--- src/rtl/apb_slave_regs.sv ---
`default_nettype none
// ============================================================================
// Module      : apb_slave_regs
// Description : APB completer for one peripheral slot. Decodes its slot from
//               sel_port, runs the setup/access handshake with a programmable
//               number of wait states and backs a word-addressed register
//               file whose register 0 is a read-only ID.
//               Optional macro APB_SLVERR_EN enables the err response for
//               out-of-range accesses and writes to the ID register.
// Revision    : 1.0 - initial release
// ============================================================================
module apb_slave_regs #(
    parameter logic [2:0]  PORT_ID     = 3'd2,
    parameter int          NUM_REGS    = 8,
    parameter int          WAIT_CYCLES = 1,
    parameter logic [31:0] ID_VALUE    = 32'h0000_0200
) (
    input  logic        clk,
    input  logic        rst,
    input  logic [2:0]  sel_port,
    input  logic        en,
    input  logic        wr,
    input  logic [11:0] addr,
    input  logic [31:0] wdata,
    output logic        ready,
    output logic [31:0] rdata,
    output logic        err
);

    localparam int         c_IDX_W     = (NUM_REGS > 1) ? $clog2(NUM_REGS) : 1;
    localparam logic [3:0] c_WAIT_INIT = (WAIT_CYCLES > 0) ? 4'(WAIT_CYCLES - 1) : 4'd0;

    typedef enum logic [1:0] {
        S_IDLE   = 2'd0,
        S_SETUP  = 2'd1,
        S_WAIT   = 2'd2,
        S_ACCESS = 2'd3
    } state_t;

    state_t       r_state;
    state_t       w_next;
    logic         w_latch;
    logic         w_hit;
    logic [5:0]   w_idx_in;
    logic         w_valid_in;
    logic         w_enter_access;
    logic [31:0]  w_rd_val;

    logic         r_wr;
    logic [5:0]   r_idx;
    logic         r_valid;
    logic [31:0]  r_wdata;
    logic [3:0]   r_cnt;
    logic         r_ready;
    logic [31:0]  r_rdata;
    logic [31:0]  r_regs [NUM_REGS];

    // Upper address bits select the slot at the interconnect; byte lane bits
    // are meaningless for word registers.
    logic w_unused;
    assign w_unused = &{1'b0, addr[11:8], addr[1:0]};

    assign w_hit          = (sel_port == PORT_ID);
    assign w_idx_in       = addr[7:2];
    assign w_valid_in     = ({1'b0, w_idx_in} < 7'(NUM_REGS));
    assign w_enter_access = (w_next == S_ACCESS);

    // Read value for the latched word offset; ID for 0, zero when out of range.
    always_comb begin
        w_rd_val = 32'd0;
        if (r_idx == 6'd0) begin
            w_rd_val = ID_VALUE;
        end else if (r_valid) begin
            w_rd_val = r_regs[r_idx[c_IDX_W-1:0]];
        end
    end

    // Next-state decode and input-capture strobe for the handshake.
    always_comb begin
        w_next  = r_state;
        w_latch = 1'b0;
        case (r_state)
            S_IDLE: begin
                // en without a preceding setup phase is a protocol violation: ignored
                if (w_hit && !en) begin
                    w_next  = S_SETUP;
                    w_latch = 1'b1;
                end
            end
            S_SETUP: begin
                if (!w_hit) begin
                    w_next = S_IDLE;
                end else if (en) begin
                    w_next = (WAIT_CYCLES == 0) ? S_ACCESS : S_WAIT;
                end else begin
                    // master stalling in setup; keep tracking its inputs
                    w_latch = 1'b1;
                end
            end
            S_WAIT: begin
                if (w_hit && en) begin
                    if (r_cnt == 4'd0) begin
                        w_next = S_ACCESS;
                    end
                end else begin
                    w_next = S_IDLE;
                end
            end
            S_ACCESS: begin
                if (w_hit && !en) begin
                    w_next  = S_SETUP;
                    w_latch = 1'b1;
                end else begin
                    w_next = S_IDLE;
                end
            end
            default: w_next = S_IDLE;
        endcase
    end

    // State register, wait counter and latched transfer attributes.
    always_ff @(posedge clk) begin
        if (rst) begin
            r_state <= S_IDLE;
            r_cnt   <= 4'd0;
            r_wr    <= 1'b0;
            r_idx   <= 6'd0;
            r_valid <= 1'b0;
            r_wdata <= 32'd0;
        end else begin
            r_state <= w_next;
            if (r_state == S_SETUP && w_next == S_WAIT) begin
                r_cnt <= c_WAIT_INIT;
            end else if (r_state == S_WAIT && w_next == S_WAIT) begin
                r_cnt <= r_cnt - 4'd1;
            end
            if (w_latch) begin
                r_wr    <= wr;
                r_idx   <= w_idx_in;
                r_valid <= w_valid_in;
                r_wdata <= wdata;
            end
        end
    end

    // Completion pulse and read data, both registered on entry to ACCESS.
    always_ff @(posedge clk) begin
        if (rst) begin
            r_ready <= 1'b0;
            r_rdata <= 32'd0;
        end else begin
            r_ready <= w_enter_access;
            if (w_enter_access && !r_wr) begin
                r_rdata <= w_rd_val;
            end
        end
    end

    // Register file; the write commits on the edge that leaves ACCESS.
    always_ff @(posedge clk) begin
        if (rst) begin
            for (int i = 0; i < NUM_REGS; i++) begin
                r_regs[i] <= 32'd0;
            end
        end else if (r_state == S_ACCESS && r_wr && r_valid && r_idx != 6'd0) begin
            r_regs[r_idx[c_IDX_W-1:0]] <= r_wdata;
        end
    end

    assign ready = r_ready;
    assign rdata = r_rdata;

`ifdef APB_SLVERR_EN
    logic r_err;

    // Error pulse coincides with ready for out-of-range or ID-register writes.
    always_ff @(posedge clk) begin
        if (rst) begin
            r_err <= 1'b0;
        end else begin
            r_err <= w_enter_access && (!r_valid || (r_wr && r_idx == 6'd0));
        end
    end

    assign err = r_err;
`else
    assign err = 1'b0;
`endif

endmodule
`default_nettype wire

--- config.mk ---
export PLATFORM = sky130hd
export DESIGN_NAME = apb_slave_regs
export DESIGN_NICKNAME = d
export VERILOG_FILES = /design/src/rtl/apb_slave_regs.sv
export SDC_FILE = /design/constraint.sdc
export NUM_CORES = 1
export LEC_CHECK = 0
export BUFFER_PORTS_ARGS = -buffer_cell sky130_fd_sc_hd__buf_2
export CAP_MARGIN = 30
export CORE_MARGIN = 2
export CORE_UTILIZATION = 45
export CTS_CLUSTER_SIZE = 16
export DETAILED_ROUTE_END_ITERATION = 12
export PLACE_DENSITY = 0.63
export SKIP_CTS_REPAIR_TIMING = 1
export SYNTH_ARGS = -nofsm -noshare
export SYNTH_HDL_FRONTEND = slang
export SYNTH_SLANG_ARGS = --single-unit
export TNS_END_PERCENT = 30
--- constraint.sdc ---
create_clock -name clk -period 2.55 [get_ports clk]
set_input_delay 0.255 -clock clk [delete_from_list [all_inputs] [get_ports clk]]
set_output_delay 0.255 -clock clk [all_outputs]
set_load 0.01 [all_outputs]
==> flow_metrics.py, run 1 <==
metrics = {
    "status": {
        "violations": "hold timing, setup timing",
        "status": "finished with violations",
    },
    "layout": {
        "nFillCells": 2630,
        "insertedDiodeCount": 0,
        "nets": 1227,
        "final_area_um2": 17100,
        "layout-drive-gt1-share": 0.228,
        "layout_common_cells": "and2_1 (256), edfxtp_1 (256), nand2_1 (87)",
        "areaGrowthSynthToFinish_pct": 17.2,
        "fin_cells": 1597,
        "fin_util": 0.539,
    },
    "power": {
        "swShare": 0.214,
        "power.switching_mw": 2.51,
        "seqPwrFrac": 0.526,
        "intPower_mw": 9.19,
        "clockPowerShare": 0.417,
        "ir_drop_v": 0.000601,
        "p_per_area_nw_per_um2": 685,
        "leakagePower_nw": 6.12,
        "combinationalPowerShare": 0.058,
        "power_mw": 11.7,
    },
    "timing": {
        "maxSlewViolCount": 0,
        "finalCritPeriodShare": 1.01,
        "tightestPinTransition_ps": 933,
        "hold_viol": 12,
        "fin_hold_ws_ps": -13.6,
        "post-route-worst-setup-slack_ps": -29.7,
        "fmax_mhz": 388,
        "rsz0062_at_grt": "true",
        "setup-tns-final_ps": -168,
        "slew-limit-headroom": 0.378,
        "finalSetupViolCount": 12,
        "final.setup_skew_ps": 11.3,
        "layout_min_cycle_time_ps": 2580,
    },
    "yosys": {
        "yosysTopAreaCell": "edfxtp_1",
        "netlist_top_cells_area": "edfxtp_1 (53%), dfxtp_1 (11%), and2_1 (11%)",
        "synth.ff_latch_count": 338,
        "ys_seq_area_frac": 0.640,
        "synthDistinctLibCells": 41,
        "syn_area_um2": 14600,
        "ys_warn_count": 0,
        "syn_area_per_cell_um2": 13.9,
        "synth_cells": 1052,
        "synth.top_cell.area_share": 0.527,
        "synthesis.nets": 1108,
    },
    "cts": {
        "cts.sinks": 338,
        "cts_root_buf": "clkbuf_16",
        "clkTransAtPathRegs_ps": 60,
        "cts_tree": "done",
        "clk_path_buf_depth": 3,
        "htreeDepth": 2,
        "clock_latency_ps": 510,
        "cts_made_buffers": 37,
    },
    "setup_path": {
        "slowest_delay_ps": 520,
        "cp_slowest_cell": "or4b_4",
        "crit_fanout": 8,
        "worst_ep_arrival_time_ps": 2940,
        "reg2reg_from": "r_state[1]",
        "crit_chain": "inv_4, ha_4, or4b_4, a211oi_4, nor3_4, nor4_4, buf_6, clkbuf_16, mux2i_1, nor2_1",
        "timing.rr.end": "rdata[5]",
        "crit_end": "rdata[5]",
        "critPathRequiredTime_ps": 2910,
        "cp-end-kind": "flop",
        "cp-start-kind": "flop",
        "criticalPathCategory": "flop to flop",
        "crit_start": "r_state[1]",
        "rr_worst_depth": 10,
        "regToRegSetupSlack_ps": -30,
    },
    "placed_design": {
        "place_area_um2": 15700,
        "place_congestion": 0.778,
        "place_ws_ps": -14.1,
        "dp.cells": 1511,
        "io_buffers": 77,
        "dpl.hpwl_um": 19300,
    },
    "drt": {
        "routedWlPerCell_um": 21.6,
        "via_per_inst": 5.35,
        "drc_errors": 0,
        "initialDrtViolationCount": 701,
        "ant_nets": 0,
        "drtPass1Iterations": 7,
        "route.vias.total": 8546,
        "wirelength_um": 34400,
    },
    "floorplanning": {
        "pin_count": 85,
        "rows": 65,
        "start_util": 0.460,
        "core_area_um2": 31700,
        "die_y_um": 184,
        "dieArea_um2": 33900,
        "die_w_um": 184,
    },
    "global_route": {
        "gr-usage-all-layers": 0.200,
        "grt_pass1_wl_um": 50700,
        "grt-ovfl-total": 0,
        "grt_pass1_vias": 8585,
        "grt_antenna_before_repair": 0,
        "grt_max_degree": 86,
    },
    "job": {
        "drv_cap": 0,
    },
    "worst_hold_path": {
        "min_path_type": "input port to flop",
    },
}
-- registers in the layout, summed over array words and instances (netlist names), named ones only --
signal,cells
r_idx,6
r_state,2
r_cnt,4
r_regs,256
r_valid,1
ready,1
r_wdata,32
rdata,32
r_wr,1
-- worst min-delay path by stage --
stage	slack [ps]	to	depth (start not counted)	start
6_report	-10	r_wdata[5]	3	wdata[5]
5_1_grt	0.5	r_wdata[15]	3	wdata[15]
4_1_cts	-30	r_wdata[1]	3	wdata[1]
3_5_place_dp	450	r_idx[3]	2	r_idx[3]
3_3_place_gp	450	r_idx[3]	2	r_idx[3]
2_1_floorplan	390	r_idx[3]	2	addr[5]
-- final cells by class --
type	instances	area, um2	area share
clock buffers	50	995	0.0582
clock inverters	13	86.3	0.00505
inverters	7	36.3	0.00212
multi-input cells	641	4990	0.292
flip-flops and latches	338	9340	0.547
well taps	402	503	0.0294
repair buffers	146	1140	0.0665
-- metal layers --
metal  GRT usage  routed length [um]  share of wire  up-vias
met5           0                   0              0        -
li1            -                   -              -     3987
met2       0.330               16400           0.48      247
met3      0.0297                1920          0.056       53
met1       0.279               15400           0.45     4259
met4      0.0560                 749          0.022        0
-- logic make-up after synthesis --
family	synth area share
xor+xnor	0.000601
mux	0.143
compound gates	0.0197
flops	0.640
fa+ha+maj	0.00429
buf+inv	0.0228
simple gates	0.170
other cells	0.000257
-- cells in the mapped netlist --
master and count:
conb_1 1, mux4_2 64, or3_2 1, or4b_1 2, edfxtp_1 256, xnor2_1 1
nand2_1 87, ha_1 5, dfxtp_1 82, or2_2 4, nor2_1 78, a21bo_1 1
clkbuf_1 46, nor3_1 3, buf_1 5, or3b_4 1, a311oi_1 1, nand3_1 1
nor4_1 4, nand3b_1 1, o32ai_1 1, nor4_4 1, or4_1 1, a21oi_1 46
nor4b_1 1, buf_2 10, a211oi_1 1, buf_6 3, mux2i_1 63, inv_1 6
mux2_2 1, o21ai_1 2, nor3_2 2, a211oi_2 1, nor4b_4 1, and2_1 257
dlygate4sd3_1 1, buf_4 1, or2_1 6, nand2b_1 2, bufinv_8 1
-- worst max-delay path: cells and delay by family (launching register included) --
family,cells,cell delay [ps]
mux,1,190
compound gates,1,280
simple gates,4,930
buf+inv,3,480
fa+ha+maj,1,150
flops,1,370
-- power groups by stage --
stage                     combinational (mW)  clock, mW  sequential (mW)
after floorplan                        0.382          0             6.23
after global placement                 0.591          0             6.26
after detailed placement               0.600          0             6.26
after CTS                              0.601       4.96             6.15
after global routing                   0.729       5.15             6.17
final                                  0.674       4.88             6.15
Note: power is estimated with default switching activity, not from simulation.
==> run 2: changes to the inputs <==
--- a/config.mk
+++ b/config.mk
@@ -11,7 +11,7 @@
 export CORE_UTILIZATION = 45
 export CTS_CLUSTER_SIZE = 16
 export DETAILED_ROUTE_END_ITERATION = 12
-export PLACE_DENSITY = 0.63
+export PLACE_DENSITY = 0.61
 export SKIP_CTS_REPAIR_TIMING = 1
 export SYNTH_ARGS = -nofsm -noshare
 export SYNTH_HDL_FRONTEND = slang
==> constraint.sdc (replaced) <==
create_clock -name clk -period 3.24 [get_ports clk]
set_input_delay 0.324 -clock clk [delete_from_list [all_inputs] [get_ports clk]]
set_output_delay 0.324 -clock clk [all_outputs]
set_load 0.01 [all_outputs]
==> run 2 against run 1 <==
  * The run now ends clean
  * Non-clock buffer count fell by 37
  * Final area fell by 2.5%
  * Sequential power fell by 21%
  * Sequential cell count did not move
  * Sequential share of layout area rose by 1.4 points
  * Critical path depth fell by 1
  * Routed wire length fell by 6.0%
  * Largest power group unchanged
  * Critical path type unchanged
==> flow_metrics.py, run 2 (synthesized netlist as in run 1, its figures left out) <==
metrics = {
    "status": {
        "status": "finished, final reports clean",
    },
    "global_route": {
        "grt_pass1_vias": 8374,
        "grt_pass1_wl_um": 49900,
        "grt-ovfl-total": 0,
        "grt_antenna_before_repair": 0,
        "gr-usage-all-layers": 0.199,
        "grt_max_degree": 53,
    },
    "cts": {
        "clkTransAtPathRegs_ps": 60,
        "cts_tree": "done",
        "cts_made_buffers": 36,
        "clock_latency_ps": 520,
        "htreeDepth": 2,
        "clk_path_buf_depth": 3,
        "cts_root_buf": "clkbuf_16",
        "cts.sinks": 338,
    },
    "timing": {
        "maxSlewViolCount": 0,
        "rsz0062_at_grt": "false",
        "layout_min_cycle_time_ps": 2730,
        "final.setup_skew_ps": 14.4,
        "finalCritPeriodShare": 0.843,
        "fmax_mhz": 366,
        "hold_viol": 0,
        "setup-tns-final_ps": 0,
        "slew-limit-headroom": 0.354,
        "tightestPinTransition_ps": 970,
        "finalSetupViolCount": 0,
    },
    "setup_path": {
        "worst_ep_arrival_time_ps": 3120,
        "critPathRequiredTime_ps": 3630,
        "cp-start-kind": "flop",
        "cp-end-kind": "flop",
        "criticalPathCategory": "flop to flop",
        "crit_fanout": 33,
    },
    "power": {
        "leakagePower_nw": 5.92,
        "p_per_area_nw_per_um2": 557,
        "power_mw": 9.28,
        "ir_drop_v": 0.000350,
    },
    "drt": {
        "ant_nets": 0,
        "wirelength_um": 32400,
        "drtPass1Iterations": 5,
        "initialDrtViolationCount": 608,
        "via_per_inst": 5.34,
        "drc_errors": 0,
        "route.vias.total": 8342,
        "routedWlPerCell_um": 20.7,
    },
    "placed_design": {
        "place_congestion": 0.708,
        "dpl.hpwl_um": 18700,
        "place_area_um2": 15500,
        "io_buffers": 77,
    },
    "layout": {
        "nets": 1189,
        "top_register": "r_regs",
        "layout-drive-gt1-share": 0.208,
        "areaGrowthSynthToFinish_pct": 14.2,
        "final_area_um2": 16700,
        "insertedDiodeCount": 0,
        "layout_common_cells": "and2_1 (256), edfxtp_1 (256), nand2_1 (87)",
        "largest_reg_flops": 256,
    },
    "job": {
        "drv_cap": 0,
    },
    "floorplanning": {
        "start_util": 0.460,
        "dieArea_um2": 33900,
        "die_y_um": 184,
        "core_area_um2": 31700,
        "rows": 65,
        "pin_count": 85,
        "die_w_um": 184,
    },
    "worst_hold_path": {
        "min_path_type": "input port to flop",
    },
}
[run 2: layout make-up]
type                            count  area, um2
Fill cell                        2700      15100
Sequential cell                   338       9340
Multi-Input combinational cell    641       4950
Clock buffer                       51        978
Timing Repair Buffer              109        703
Tap cell                          402        503
Clock inverter                     15        149
Inverter                            7       40.0
[run 2: critical path, cell delays in order (launching register included)]
cell      delay (ps)
dfxtp_1          380
bufinv_8         210
ha_1             230
or4b_1           520
a211oi_2         320
nor3_2           120
nor4_4           200
buf_12           310
mux2i_1          230
nor2_1            60
[run 2: routing by layer]
layer / up-vias / wire length [um] / global-route usage
met3: 63 / 1850 / 0.0333
met1: 4111 / 14300 / 0.271
li1: 3907 / - / -
met5: - / 0 / 0
met2: 261 / 15300 / 0.328
met4: 0 / 840 / 0.0621
[run 2: worst paths after layout]
kind                 to  cells after the start        from  slack [ps]
min reg2reg    r_idx[3]                      2    r_idx[3]         450
max           rdata[19]                      9  r_state[0]         510
max reg2reg   rdata[19]                      9  r_state[0]         510
min          r_wdata[1]                      3    wdata[1]          40
[run 2: where the power goes]
group          total, mW  switching [mW]  internal (mW)
Sequential          4.84          0.0669           4.77
Clock               4.00            1.65           2.35
Combinational      0.442           0.261          0.181
[run 2: through the flow]
stage	setup slack [ps]	hold WS, ps	cells	utilization
after floorplan	659	436	1052	-
after global placement	639	446	1495	0.488
after detailed placement	585	450	1497	0.490
after CTS	510	20.1	1563	0.525
final	509	42.9	1563	0.525
after global routing	372	31.9	1563	0.525
==> run 3: changes to the inputs <==
--- a/config.mk
+++ b/config.mk
@@ -11,7 +11,7 @@
 export CORE_UTILIZATION = 45
 export CTS_CLUSTER_SIZE = 16
 export DETAILED_ROUTE_END_ITERATION = 12
-export PLACE_DENSITY = 0.61
+export PLACE_DENSITY = 0.63
 export SKIP_CTS_REPAIR_TIMING = 1
 export SYNTH_ARGS = -nofsm -noshare
 export SYNTH_HDL_FRONTEND = slang
==> constraint.sdc (replaced) <==
create_clock -name clk -period 2.4 [get_ports clk]
set_input_delay 0.24 -clock clk [delete_from_list [all_inputs] [get_ports clk]]
set_output_delay 0.24 -clock clk [all_outputs]
set_load 0.01 [all_outputs]
==> run 3 against run 2 <==
  * The run now ends with hold timing, setup timing left
  * First-iteration DRC count down 4.3%
  * Clock-buffer cell count grew 2
  * Power is 36% higher
  * Critical path type unchanged
==> flow_metrics.py, run 3 (synthesized netlist as in run 1, its figures left out) <==
metrics = {
    "status": {
        "status": "finished with violations",
        "violations": "hold timing, setup timing",
    },
    "power": {
        "power.switching_mw": 2.68,
        "swShare": 0.213,
        "leakagePower_nw": 6.31,
        "ir_drop_v": 0.000496,
        "intPower_mw": 9.92,
        "seqPwrFrac": 0.518,
        "combinationalPowerShare": 0.061,
        "clockPowerShare": 0.420,
        "p_per_area_nw_per_um2": 719,
        "power_mw": 12.6,
    },
    "placed_design": {
        "dp.cells": 1519,
        "place_area_um2": 15800,
        "place_congestion": 0.729,
        "io_buffers": 77,
        "dpl.hpwl_um": 19500,
    },
    "cts": {
        "cts_root_buf": "clkbuf_16",
        "cts_made_buffers": 37,
        "htreeDepth": 2,
        "cts_tree": "done",
        "cts.sinks": 338,
        "clock_latency_ps": 520,
        "clkTransAtPathRegs_ps": 60,
        "clk_path_buf_depth": 3,
    },
    "setup_path": {
        "critPathRequiredTime_ps": 2780,
        "crit_chain": "inv_8, ha_4, or4b_4, a211oi_4, nor3_4, nor4_4, buf_6, buf_8, buf_12, mux2i_2, nor2_1",
        "cp-end-kind": "flop",
        "crit_fanout": 5,
        "critPathBufInv": 4,
        "cp_top_family": "simple AND/OR/NAND/NOR gates",
        "cp_slowest_cell": "or4b_4",
        "cp-start-kind": "flop",
        "criticalPathCategory": "flop to flop",
        "slowest_delay_ps": 520,
        "worst_ep_arrival_time_ps": 2910,
    },
    "drt": {
        "via_per_inst": 5.29,
        "initialDrtViolationCount": 582,
        "routedWlPerCell_um": 21.0,
        "wirelength_um": 34100,
        "drc_errors": 0,
        "drtPass1Iterations": 5,
        "route.vias.total": 8615,
        "ant_nets": 0,
    },
    "layout": {
        "areaGrowthSynthToFinish_pct": 20.1,
        "nFillCells": 2620,
        "layout-drive-gt1-share": 0.237,
        "top_register": "r_regs",
        "insertedDiodeCount": 0,
        "nets": 1256,
        "fin_cells": 1629,
        "final_area_um2": 17500,
        "fin_util": 0.552,
        "layout_common_cells": "and2_1 (256), edfxtp_1 (256), nand2_1 (87)",
        "largest_reg_flops": 256,
    },
    "timing": {
        "post-route-worst-setup-slack_ps": -129,
        "maxSlewViolCount": 0,
        "fmax_mhz": 395,
        "slew-limit-headroom": 0.578,
        "tightestPinTransition_ps": 625,
        "final.setup_skew_ps": 23.2,
        "layout_min_cycle_time_ps": 2530,
        "finalSetupViolCount": 32,
        "finalCritPeriodShare": 1.05,
        "rsz0062_at_grt": "true",
        "fin_hold_ws_ps": -6.63,
        "setup-tns-final_ps": -2800,
        "hold_viol": 2,
    },
    "job": {
        "drv_cap": 0,
    },
    "global_route": {
        "grt_antenna_before_repair": 0,
        "grt_pass1_vias": 8628,
        "use_met1": 0.276,
        "grt-ovfl-total": 0,
        "grt_max_degree": 51,
        "grtUsageMet3": 0.0277,
        "grt_pass1_wl_um": 50800,
        "gr-usage-all-layers": 0.200,
        "grtUsageMet2": 0.335,
        "grt_most_used_layer": "met2",
    },
    "floorplanning": {
        "pin_count": 85,
        "rows": 65,
        "start_util": 0.460,
        "core_area_um2": 31700,
        "die_y_um": 184,
        "die_w_um": 184,
        "dieArea_um2": 33900,
    },
    "worst_hold_path": {
        "min_path_type": "input port to flop",
    },
}
-- run 3: changes by cell type in the layout (fill, tap and decap cells not counted), moves of 3 or more --
cell / change
mux2i_1: -3
clkbuf_1: -3
dlygate4sd3_1: +31
buf_4: +14
clkbuf_8: +5
clkbuf_16: +3
mux2i_2: +3
buf_12: +14
-- run 3: area by class of cell --
type	instances	area, um2	share of cell area
Sequential cell	338	9340	0.533
Multi-Input combinational cell	641	4990	0.285
Timing Repair Buffer	175	1520	0.0866
Clock buffer	53	1040	0.0592
Tap cell	402	503	0.0287
Clock inverter	13	92.6	0.00529
Inverter	7	33.8	0.00193
-- run 3: power by group through the flow --
stage / clock network (mW) / registers [mW] / logic (mW)
after floorplan: 0 / 6.62 / 0.406
after global placement: 0 / 6.64 / 0.668
after detailed placement: 0 / 6.65 / 0.677
after CTS: 5.41 / 6.53 / 0.677
after global routing: 5.64 / 6.55 / 0.831
final: 5.30 / 6.53 / 0.774
-- run 3: routing by layer --
metal	wire length [um]	vias up
met3	1540	54
met1	15400	4290
met4	662	0
met5	0	-
met2	16500	229
li1	-	4042
-- run 3: worst register-to-register path, stage by stage (launching register included) --
cell and delay [ps]:
dfxtp_4 370, inv_8 30, ha_4 140, or4b_4 520, a211oi_4 260, nor3_4 70, nor4_4 290, buf_6 180
buf_8 140, buf_12 140, mux2i_2 220, nor2_1 50
-- run 3: final timing paths --
| path | endpoint | cells past startpoint | startpoint | slack (ps) |
|---|---|---|---|---|
| worst max-delay path | rdata[16] | 11 | r_state[0] | -130 |
| worst min-delay path | r_wdata[27] | 3 | wdata[27] | -7 |
| worst max register to register | rdata[16] | 11 | r_state[0] | -130 |
| worst min register to register | r_idx[3] | 2 | r_idx[3] | 460 |
-- run 3: stage by stage --
| step | worst slack [ps] | hold WS, ps |
|---|---|---|
| after global routing | -212 | 1.63 |
| after CTS | -123 | -57.3 |
| after floorplan | -181 | 376 |
| final | -129 | -6.63 |
| after global placement | -74.2 | 444 |
| after detailed placement | -116 | 449 |
